File: src/rtl/spram_be.sv
// Single-port RAM with per-lane write enables, selectable write mode and
// read latency, and a self-clearing sequence that zeroes every word after reset.
module spram_be #(
   parameter int DATA_WIDTH = 32,
   parameter int BYTE_WIDTH = 8,
   parameter int RAM_DEPTH  = 16,
   parameter int ADDR_WIDTH = $clog2(RAM_DEPTH),
   parameter int WRITE_MODE = 0,
   parameter int OUT_REG    = 0
) (
   input  logic                             clk,
   input  logic                             rst_n,
   input  logic                             ena,
   input  logic [DATA_WIDTH/BYTE_WIDTH-1:0] wea,
   input  logic [ADDR_WIDTH-1:0]            addra,
   input  logic [DATA_WIDTH-1:0]            dina,
   output logic [DATA_WIDTH-1:0]            douta,
   output logic                             dout_vld,
   output logic                             init_busy
);

   localparam int NB = DATA_WIDTH / BYTE_WIDTH;

   typedef enum logic {S_CLEAR = 1'b0, S_READY = 1'b1} state_t;

   logic [DATA_WIDTH-1:0] r_mem [RAM_DEPTH];

   state_t                r_state;
   state_t                w_state_nxt;
   logic [ADDR_WIDTH-1:0] r_cnt;
   logic [ADDR_WIDTH-1:0] w_cnt_nxt;
   logic                  r_busy;

   logic                  w_acc;
   logic                  w_wr;
   logic                  w_in_rng;
   logic [DATA_WIDTH-1:0] w_old;
   logic [DATA_WIDTH-1:0] w_merged;
   logic                  w_res_vld;
   logic [DATA_WIDTH-1:0] w_res_data;

   logic                  r_p1_vld;
   logic [DATA_WIDTH-1:0] r_p1_data;

   // State, clear counter and busy flag registers
   always_ff @(posedge clk) begin
      if (!rst_n) begin
         r_state <= S_CLEAR;
         r_cnt   <= {ADDR_WIDTH{1'b0}};
         r_busy  <= 1'b1;
      end else begin
         r_state <= w_state_nxt;
         r_cnt   <= w_cnt_nxt;
         r_busy  <= (w_state_nxt == S_CLEAR);
      end
   end

   // Next-state logic: walk the counter across the array, then go ready
   always_comb begin
      w_state_nxt = r_state;
      w_cnt_nxt   = r_cnt;
      case (r_state)
         S_CLEAR: begin
            if (r_cnt == ADDR_WIDTH'(RAM_DEPTH - 1)) begin
               w_state_nxt = S_READY;
               w_cnt_nxt   = {ADDR_WIDTH{1'b0}};
            end else begin
               w_cnt_nxt   = r_cnt + ADDR_WIDTH'(1);
            end
         end
         S_READY: begin
            w_state_nxt = S_READY;
         end
         default: begin
            w_state_nxt = S_CLEAR;
            w_cnt_nxt   = {ADDR_WIDTH{1'b0}};
         end
      endcase
   end

   // Access decode: lane merge and the result word for the selected write mode
   always_comb begin
      w_acc      = (r_state == S_READY) && ena;
      w_wr       = w_acc && (|wea);
      w_in_rng   = ({1'b0, addra} < (ADDR_WIDTH + 1)'(RAM_DEPTH));
      w_old      = {DATA_WIDTH{1'b0}};
      w_merged   = {DATA_WIDTH{1'b0}};
      w_res_vld  = 1'b0;
      w_res_data = {DATA_WIDTH{1'b0}};
      if (w_in_rng) begin
         w_old = r_mem[addra];
      end else begin
         w_old = {DATA_WIDTH{1'b0}};
      end
      for (int l = 0; l < NB; l++) begin
         if (wea[l]) begin
            w_merged[l*BYTE_WIDTH +: BYTE_WIDTH] = dina[l*BYTE_WIDTH +: BYTE_WIDTH];
         end else begin
            w_merged[l*BYTE_WIDTH +: BYTE_WIDTH] = w_old[l*BYTE_WIDTH +: BYTE_WIDTH];
         end
      end
      if (!w_acc) begin
         w_res_vld = 1'b0;
      end else if (!w_wr) begin
         w_res_vld  = 1'b1;
         w_res_data = w_old;
      end else begin
         // Out-of-range writes are dropped and report zero
         w_res_vld  = (WRITE_MODE != 2);
         w_res_data = (WRITE_MODE == 1 || !w_in_rng) ? w_old : w_merged;
      end
   end

   // Memory array: zeroing during clear, lane-merged user writes when ready
   always_ff @(posedge clk) begin
      if (rst_n) begin
         if (r_state == S_CLEAR) begin
            r_mem[r_cnt] <= {DATA_WIDTH{1'b0}};
         end else if (w_wr && w_in_rng) begin
            r_mem[addra] <= w_merged;
         end
      end
   end

   // First output stage: data only updates when a result is delivered
   always_ff @(posedge clk) begin
      if (!rst_n) begin
         r_p1_vld  <= 1'b0;
         r_p1_data <= {DATA_WIDTH{1'b0}};
      end else begin
         r_p1_vld <= w_res_vld;
         if (w_res_vld) begin
            r_p1_data <= w_res_data;
         end
      end
   end

   generate
      if (OUT_REG != 0) begin : g_out_reg
         logic                  r_p2_vld;
         logic [DATA_WIDTH-1:0] r_p2_data;

         // Optional second output stage, holding data between results
         always_ff @(posedge clk) begin
            if (!rst_n) begin
               r_p2_vld  <= 1'b0;
               r_p2_data <= {DATA_WIDTH{1'b0}};
            end else begin
               r_p2_vld <= r_p1_vld;
               if (r_p1_vld) begin
                  r_p2_data <= r_p1_data;
               end
            end
         end

         assign douta    = r_p2_data;
         assign dout_vld = r_p2_vld;
      end else begin : g_no_out_reg
         assign douta    = r_p1_data;
         assign dout_vld = r_p1_vld;
      end
   endgenerate

   assign init_busy = r_busy;

endmodule

File: config.mk
export PLATFORM = sky130hd
export DESIGN_NAME = spram_be
export DESIGN_NICKNAME = d
export VERILOG_FILES = /design/src/rtl/spram_be.sv
export SDC_FILE = /design/constraint.sdc
export NUM_CORES = 1
export LEC_CHECK = 0
export ABC_AREA = 1
export BUFFER_PORTS_ARGS = -buffer_cell sky130_fd_sc_hd__buf_2
export CAP_MARGIN = 20
export CORE_UTILIZATION = 48
export CTS_CLUSTER_DIAMETER = 60
export CTS_CLUSTER_SIZE = 20
export DETAILED_ROUTE_END_ITERATION = 12
export GPL_TIMING_DRIVEN = 1
export MAX_ROUTING_LAYER = met4
export PLACE_DENSITY_LB_ADDON = 0.05
export SYNTH_ARGS = -nofsm -noshare
export SYNTH_HDL_FRONTEND = slang
export SYNTH_SLANG_ARGS = --single-unit
File: constraint.sdc
create_clock -name clk -period 6.1 [get_ports clk]
set_clock_uncertainty 0.05 [all_clocks]
set_input_delay 1.22 -clock clk [delete_from_list [all_inputs] [get_ports clk]]
set_output_delay 1.22 -clock clk [all_outputs]
set_load 0.02 [all_outputs]
==> results of run 1 <==
-- metal layers --
| metal | global-route usage [%] | part of all wire [%] |
|---|---|---|
| met4 | 8.01 | 2.7 |
| met3 | 3.99 | 5.4 |
| met5 | - | 0 |
| met1 | 35.9 | 45 |
| met2 | 42.1 | 47 |
-- how the worst max path moves through the flow --
stage	start	endpoint	slack, ns	cells after the start
global placement	wea[0]	r_mem[3][2]$_DFFE_PP_	1.26	8
CTS	wea[0]	r_mem[1][3]$_DFFE_PP_	1.86	9
finish	wea[0]	r_mem[1][3]$_DFFE_PP_	1.87	9
floorplan	wea[3]	r_mem[0][0]$_DFFE_PP_	2.28	7
global route	wea[0]	r_mem[1][3]$_DFFE_PP_	1.66	9
detailed placement	wea[0]	r_mem[1][3]$_DFFE_PP_	1.23	9
-- kinds of logic (layout without fill, tap and decap cells) --
logic type,count (synthesis),count (layout)
flip-flops,551,551
AO/OA/AOI/OAI,27,27
adder cells (fa/ha/maj),1,1
buffers and inverters,558,632
AND/OR/NAND/NOR,1370,1370
-- sequential cells by signal (all words and copies together) (netlist names) --
signal and count:
init_busy 1, r_state 1, r_cnt 4, r_mem 512, dout_vld 1, douta 32
-- report_power, final --
group | total (mW) | internal, mW | leakage (nW) | switching, mW
Sequential | 4.12 | 4.11 | 5.56 | 0.0103
Clock | 3.18 | 1.70 | 0.780 | 1.48
Combinational | 0.452 | 0.123 | 5.80 | 0.329
-- cell type report --
class,instances,area (sq um)
multi-input cells,1398,5970
well taps,672,841
fillers,4473,23100
clock buffers,52,1210
inverters,435,1640
repair buffers,115,875
clock inverters,30,390
flip-flops and latches,551,16200
-- worst max-delay path: stages --
cell     delay, ns
buf_2         0.09
inv_1         0.54
nand4_2       0.32
nand2_4       0.42
nand2_1       0.09
o21ai_1       0.15
nand3_1       0.36
nor2_4        0.85
buf_4         0.39
-- synth_stat cells (4+ instances only) --
| library cell | number | area share (%) |
|---|---|---|
| a21oi_1 | 4 | 0.082 |
| buf_1 | 11 | 0.17 |
| buf_2 | 55 | 1.1 |
| buf_4 | 6 | 0.18 |
| buf_6 | 29 | 1.3 |
| clkbuf_1 | 21 | 0.32 |
| dfxtp_1 | 39 | 3.2 |
| edfxtp_1 | 512 | 63 |
| inv_1 | 432 | 6.6 |
| nand2_1 | 875 | 13 |
| nand3_1 | 422 | 8.6 |
| nor2_1 | 68 | 1.0 |
| o21ai_0 | 19 | 0.39 |
| o21ai_1 | 4 | 0.082 |
==> impl_metrics.tcl, run 1 <==
set metrics [dict create \
    syn_avg_cell_area_sq_um 9.74 \
    layout_commonest_cell "nand2_1" \
    die-area_sq_um 51800 \
    whs_path_depth 2 \
    min_from "r_cnt[2]$_SDFFE_PN0N_" \
    powerDensity_nw_per_um2 286 \
    dp.cells 3171 \
    synth_xor_area_share_pct 0 \
    syn_nets 2551 \
    postCtsHoldBufs 0 \
    required_ns 6.33 \
    synth_compound_area_share_pct 0.553 \
    leakage_nw 12.1 \
    rsz0062_at_grt "no" \
    synthAdderAreaFrac_pct 0.0512 \
    placed_cell_area_sq_um 25500 \
    rrSetupSlack_ns 2.78 \
    grt_pass1_vias 16057 \
    fin_nets 2590 \
    fin_cells 3253 \
    num_vias 16869 \
    maxCapViolations 0 \
    first_pass_iters 5 \
    diodes 0 \
    cts_resized 0 \
    r2r_start "r_state$_SDFF_PN0_" \
    clk_pin_slew_ns 0.07 \
    detail_route.vias_per_cell 5.19 \
    crit_fanout 28 \
    status "complete, no violations" \
    cts_num_sinks 551 \
    gp_congestion 0.773 \
    drive_gt1_share_pct 8.33 \
    timing.rr.end "r_mem[1][3]$_DFFE_PP_" \
    clk_latency_ns 0.60 \
    hold_viol 0 \
    drt_wl_total_um 65300 \
    peakVddDrop_uv 208 \
    dp_slack_ns 1.23 \
    final_util_pct 54.0 \
    yosysWarnings 0 \
    synth_ff_type "edfxtp_1" \
    relSlewSlack_pct 35.9 \
    critical_path_class "in2reg" \
    die_width_um 228 \
    antenna_found_initial 0 \
    synth_cell_types 24 \
    critPathLaunchType "primary input" \
    grt_max_degree 111 \
    overflow 0 \
    period_share_pct 69.3 \
    syn2layout_area_growth_pct 10.9 \
    cts_buffers 45 \
    grt_use_total_pct 26.7 \
    holdPathEnd "r_cnt[3]$_SDFFE_PN0N_" \
    synth-seq-cells 551 \
    fin_area_sq_um 27100 \
    cts_setup_buffers 0 \
    io_pins 77 \
    synth_edf_count 512 \
    ant_nets 0 \
    synth_seq_area_share_pct 66.2 \
    synth_top_family_by_area "simple AND/OR/NAND/NOR gates" \
    reg2regPathDepth 7 \
    hpwl_um 37700 \
    async_reset_ff_share_pct 0 \
    synthSimpleGateAreaFrac_pct 23.3 \
    fmax_ghz 0.236 \
    whs_ns 0.475 \
    cp-end-kind "flip-flop" \
    initialDrtViolationCount 1291 \
    report.final.slew_viol_count 0 \
    synthMuxAreaShare_pct 0 \
    grt_pass1_wl_um 98300 \
    hold_path_class "reg2reg" \
    rows 82 \
    layout_common_cells "875 x nand2_1, 512 x edfxtp_1, 430 x inv_1, 422 x nand3_1, 74 x buf_2" \
    cts_root_buf "clkbuf_16" \
    fin_crit_ns 4.23 \
    wl_per_cell_um 20.1 \
    drc 0 \
    h-tree-depth 2 \
    crit_arrival_ns 4.46 \
    die_h_um 228 \
    worst_pin_slew_ns 0.959 \
    fin_tns_setup_ns 0 \
    clk_path_buf_depth 3 \
    port_buffers 76 \
    setup-violations-final 0 \
    fin_ws_ns 1.87 \
    core_sq_um 50200 \
    tritoncts "yes" \
    initial_core_util_pct 48.7 \
    synthCells 2507 \
    syn_area_sq_um 24400 \
    power_mw 7.75 \
]
No activity file was read; power rests on OpenSTA's default activity.
==> inputs of run 2 (changes only) <==
--- a/config.mk
+++ b/config.mk
@@ -5,7 +5,7 @@
 export SDC_FILE = /design/constraint.sdc
 export NUM_CORES = 1
 export LEC_CHECK = 0
-export ABC_AREA = 1
+export ABC_AREA = 0
 export BUFFER_PORTS_ARGS = -buffer_cell sky130_fd_sc_hd__buf_2
 export CAP_MARGIN = 20
 export CORE_UTILIZATION = 48
==> constraint.sdc (replaced) <==
create_clock -name clk -period 3.54 [get_ports clk]
set_clock_uncertainty 0.05 [all_clocks]
set_input_delay 0.708 -clock clk [delete_from_list [all_inputs] [get_ports clk]]
set_output_delay 0.708 -clock clk [all_outputs]
set_load 0.02 [all_outputs]
==> run 2 against run 1 <==
Cell count is 44% lower. Critical path type is now reg2reg. Non-clock buffer count is 39 higher. Die area down 10%. Synthesized cell count down 57%. Global-route usage shrank 3.3 points.
==> impl_metrics.tcl, run 2 <==
set metrics [dict create \
    yosys-top-cells-area "edfxtp_1 70%, mux4_2 13%, dfxtp_1 3.6%" \
    cts_root_buf "clkbuf_16" \
    synthCells 1074 \
    layout_common_cells "512 x edfxtp_1, 128 x mux4_2, 73 x buf_2, 67 x nand2_1" \
    grt_use_total_pct 23.4 \
    grt_max_degree 41 \
    yosysTopAreaCellShare_pct 70.3 \
    layout_commonest_cell "edfxtp_1" \
    yosysWarnings 0 \
    whs_ns 0.325 \
    rows 77 \
    leakage_nw 8.04 \
    drive_gt1_share_pct 35.5 \
    post-synth-top-count-cell "edfxtp_1" \
    required_ns 3.82 \
    initial_core_util_pct 49.0 \
    cp-end-kind "flip-flop" \
    period_share_pct 79.0 \
    clk_latency_ns 0.59 \
    synth_top_family_by_area "multiplexers" \
    synthSimpleGateAreaFrac_pct 2.58 \
    detail_route.vias_per_cell 5.96 \
    drc 0 \
    gp_congestion 0.779 \
    first_pass_iters 5 \
    synthAdderAreaFrac_pct 0.0572 \
    grt_pass1_wl_um 75000 \
    cts_setup_buffers 0 \
    powerDensity_nw_per_um2 498 \
    rrSetupSlack_ns 0.74 \
    die-area_sq_um 46400 \
    r2r_start "r_state$_SDFF_PN0_" \
    initialDrtViolationCount 1060 \
    synth_cell_types 39 \
    synth_ff_type "edfxtp_1" \
    fin_crit_ns 2.80 \
    cts_resized 0 \
    nFillCells 3402 \
    syn_avg_cell_area_sq_um 20.4 \
    syn_area_sq_um 21900 \
    fin_ws_ns 0.745 \
    tritoncts "yes" \
    critical_path_class "reg2reg" \
    async_reset_ff_share_pct 0 \
    io_pins 77 \
    largest_register_ffs 512 \
    synth_common_cells "512 x edfxtp_1, 128 x mux4_2, 67 x nand2_1, 64 x a22oi_1, 64 x mux2_2" \
    syn2layout_area_growth_pct 14.0 \
    whs_path_depth 3 \
    timing.rr.end "r_mem[6][17]$_DFFE_PP_" \
    worst_pin_slew_ns 1.04 \
    ant_nets 0 \
    final_util_pct 55.9 \
    die_width_um 215 \
    core_sq_um 44600 \
    dp_slack_ns 0.230 \
    synth_compound_area_share_pct 3.81 \
    drt_wl_total_um 51600 \
    holdPathEnd "douta[0]$_SDFFE_PN0N_" \
    synth-seq-cells 551 \
    fin_nets 1251 \
    hold_viol 0 \
    power_mw 12.4 \
    hpwl_um 29500 \
    grt_pass1_vias 11120 \
    reg2regPathDepth 6 \
    crit_fanout 11 \
    synth_seq_area_share_pct 73.9 \
    peakVddDrop_uv 478 \
    synth_xor_area_share_pct 0.0401 \
    syn_nets 1118 \
    clk_path_buf_depth 3 \
    cts_num_sinks 551 \
    regMostFlops "r_mem" \
    crit_arrival_ns 3.08 \
    die_h_um 215 \
    antenna_found_initial 2 \
    num_vias 10920 \
    clk_pin_slew_ns 0.09 \
    overflow 0 \
    status "complete, no violations" \
    synth_edf_count 512 \
    rsz0062_at_grt "no" \
    postCtsHoldBufs 0 \
    fin_tns_setup_ns 0 \
    setup-violations-final 0 \
    relSlewSlack_pct 30.0 \
    critPathLaunchType "flip-flop" \
    report.final.slew_viol_count 0 \
    h-tree-depth 2 \
    hold_path_class "in2reg" \
    yosys.area.top_type "edfxtp_1" \
    wl_per_cell_um 28.1 \
    synthMuxAreaShare_pct 18.0 \
    fmax_ghz 0.358 \
    port_buffers 76 \
    maxCapViolations 0 \
    cts_buffers 40 \
    min_from "dina[0]" \
]
## run 2: changes by cell type after synthesis, moves of 64 or more
cell,previous run,this run
nand2_1,875,67
inv_1,432,3
nand3_1,422,1
mux4_2,0,128
a22oi_1,0,64
mux2_2,0,64
## run 2: how the worst max path moves through the flow
stage,start,end,slack [ns],cells past startpoint
final,r_state$_SDFF_PN0_,r_mem[6][17]$_DFFE_PP_,0.74,6
after global routing,r_state$_SDFF_PN0_,r_mem[6][17]$_DFFE_PP_,0.63,6
after CTS,r_state$_SDFF_PN0_,r_mem[6][17]$_DFFE_PP_,0.73,6
after detailed placement,addra[0],r_mem[7][29]$_DFFE_PP_,0.23,6
after global placement,addra[0],r_mem[8][28]$_DFFE_PP_,0.26,6
after floorplan,addra[2],r_mem[5][0]$_DFFE_PP_,0.001,6
## run 2: cell type report
cell class	instances	area (sq um)	area share [%]
well taps	592	741	2.97
clock inverters	27	264	1.06
inverters	4	15.0	0.0602
clock buffers	46	1040	4.19
multi-input cells	456	5510	22.1
diodes	2	5.00	0.0201
flip-flops and latches	551	16200	64.8
repair buffers	154	1200	4.80
## run 2: per-stage QoR
step / area [sq um] / std cells
global route: 24900 / 1832
detailed placement: 23600 / 1757
global placement: 23600 / 1757
CTS: 24900 / 1830
floorplan: 21900 / 1074
finish: 24900 / 1832
## run 2: cells by family after synthesis
group | count (synthesis)
buf+inv | 67
xor+xnor | 1
compound gates | 114
fa+ha+maj | 1
mux | 225
simple gates | 115
flops | 551
## run 2: where the power goes
| part | internal, mW | total [mW] | switching (mW) |
|---|---|---|---|
| registers | 7.09 | 7.11 | 0.0204 |
| clock network | 2.36 | 4.70 | 2.35 |
| logic | 0.263 | 0.602 | 0.339 |
## run 2: routing by layer
layer,share of wire [%],track usage (%)
met1,44,32.2
met2,48,36.4
met3,5.1,3.79
met4,2.4,6.43
met5,0,-
## run 2: worst max-delay path, stage by stage, from the launching register on
cell     delay, ns
dfxtp_1       0.60
nand3_2       0.31
inv_2         0.23
nand2_1       0.11
a31oi_1       0.76
nor2_4        0.23
buf_4         0.26
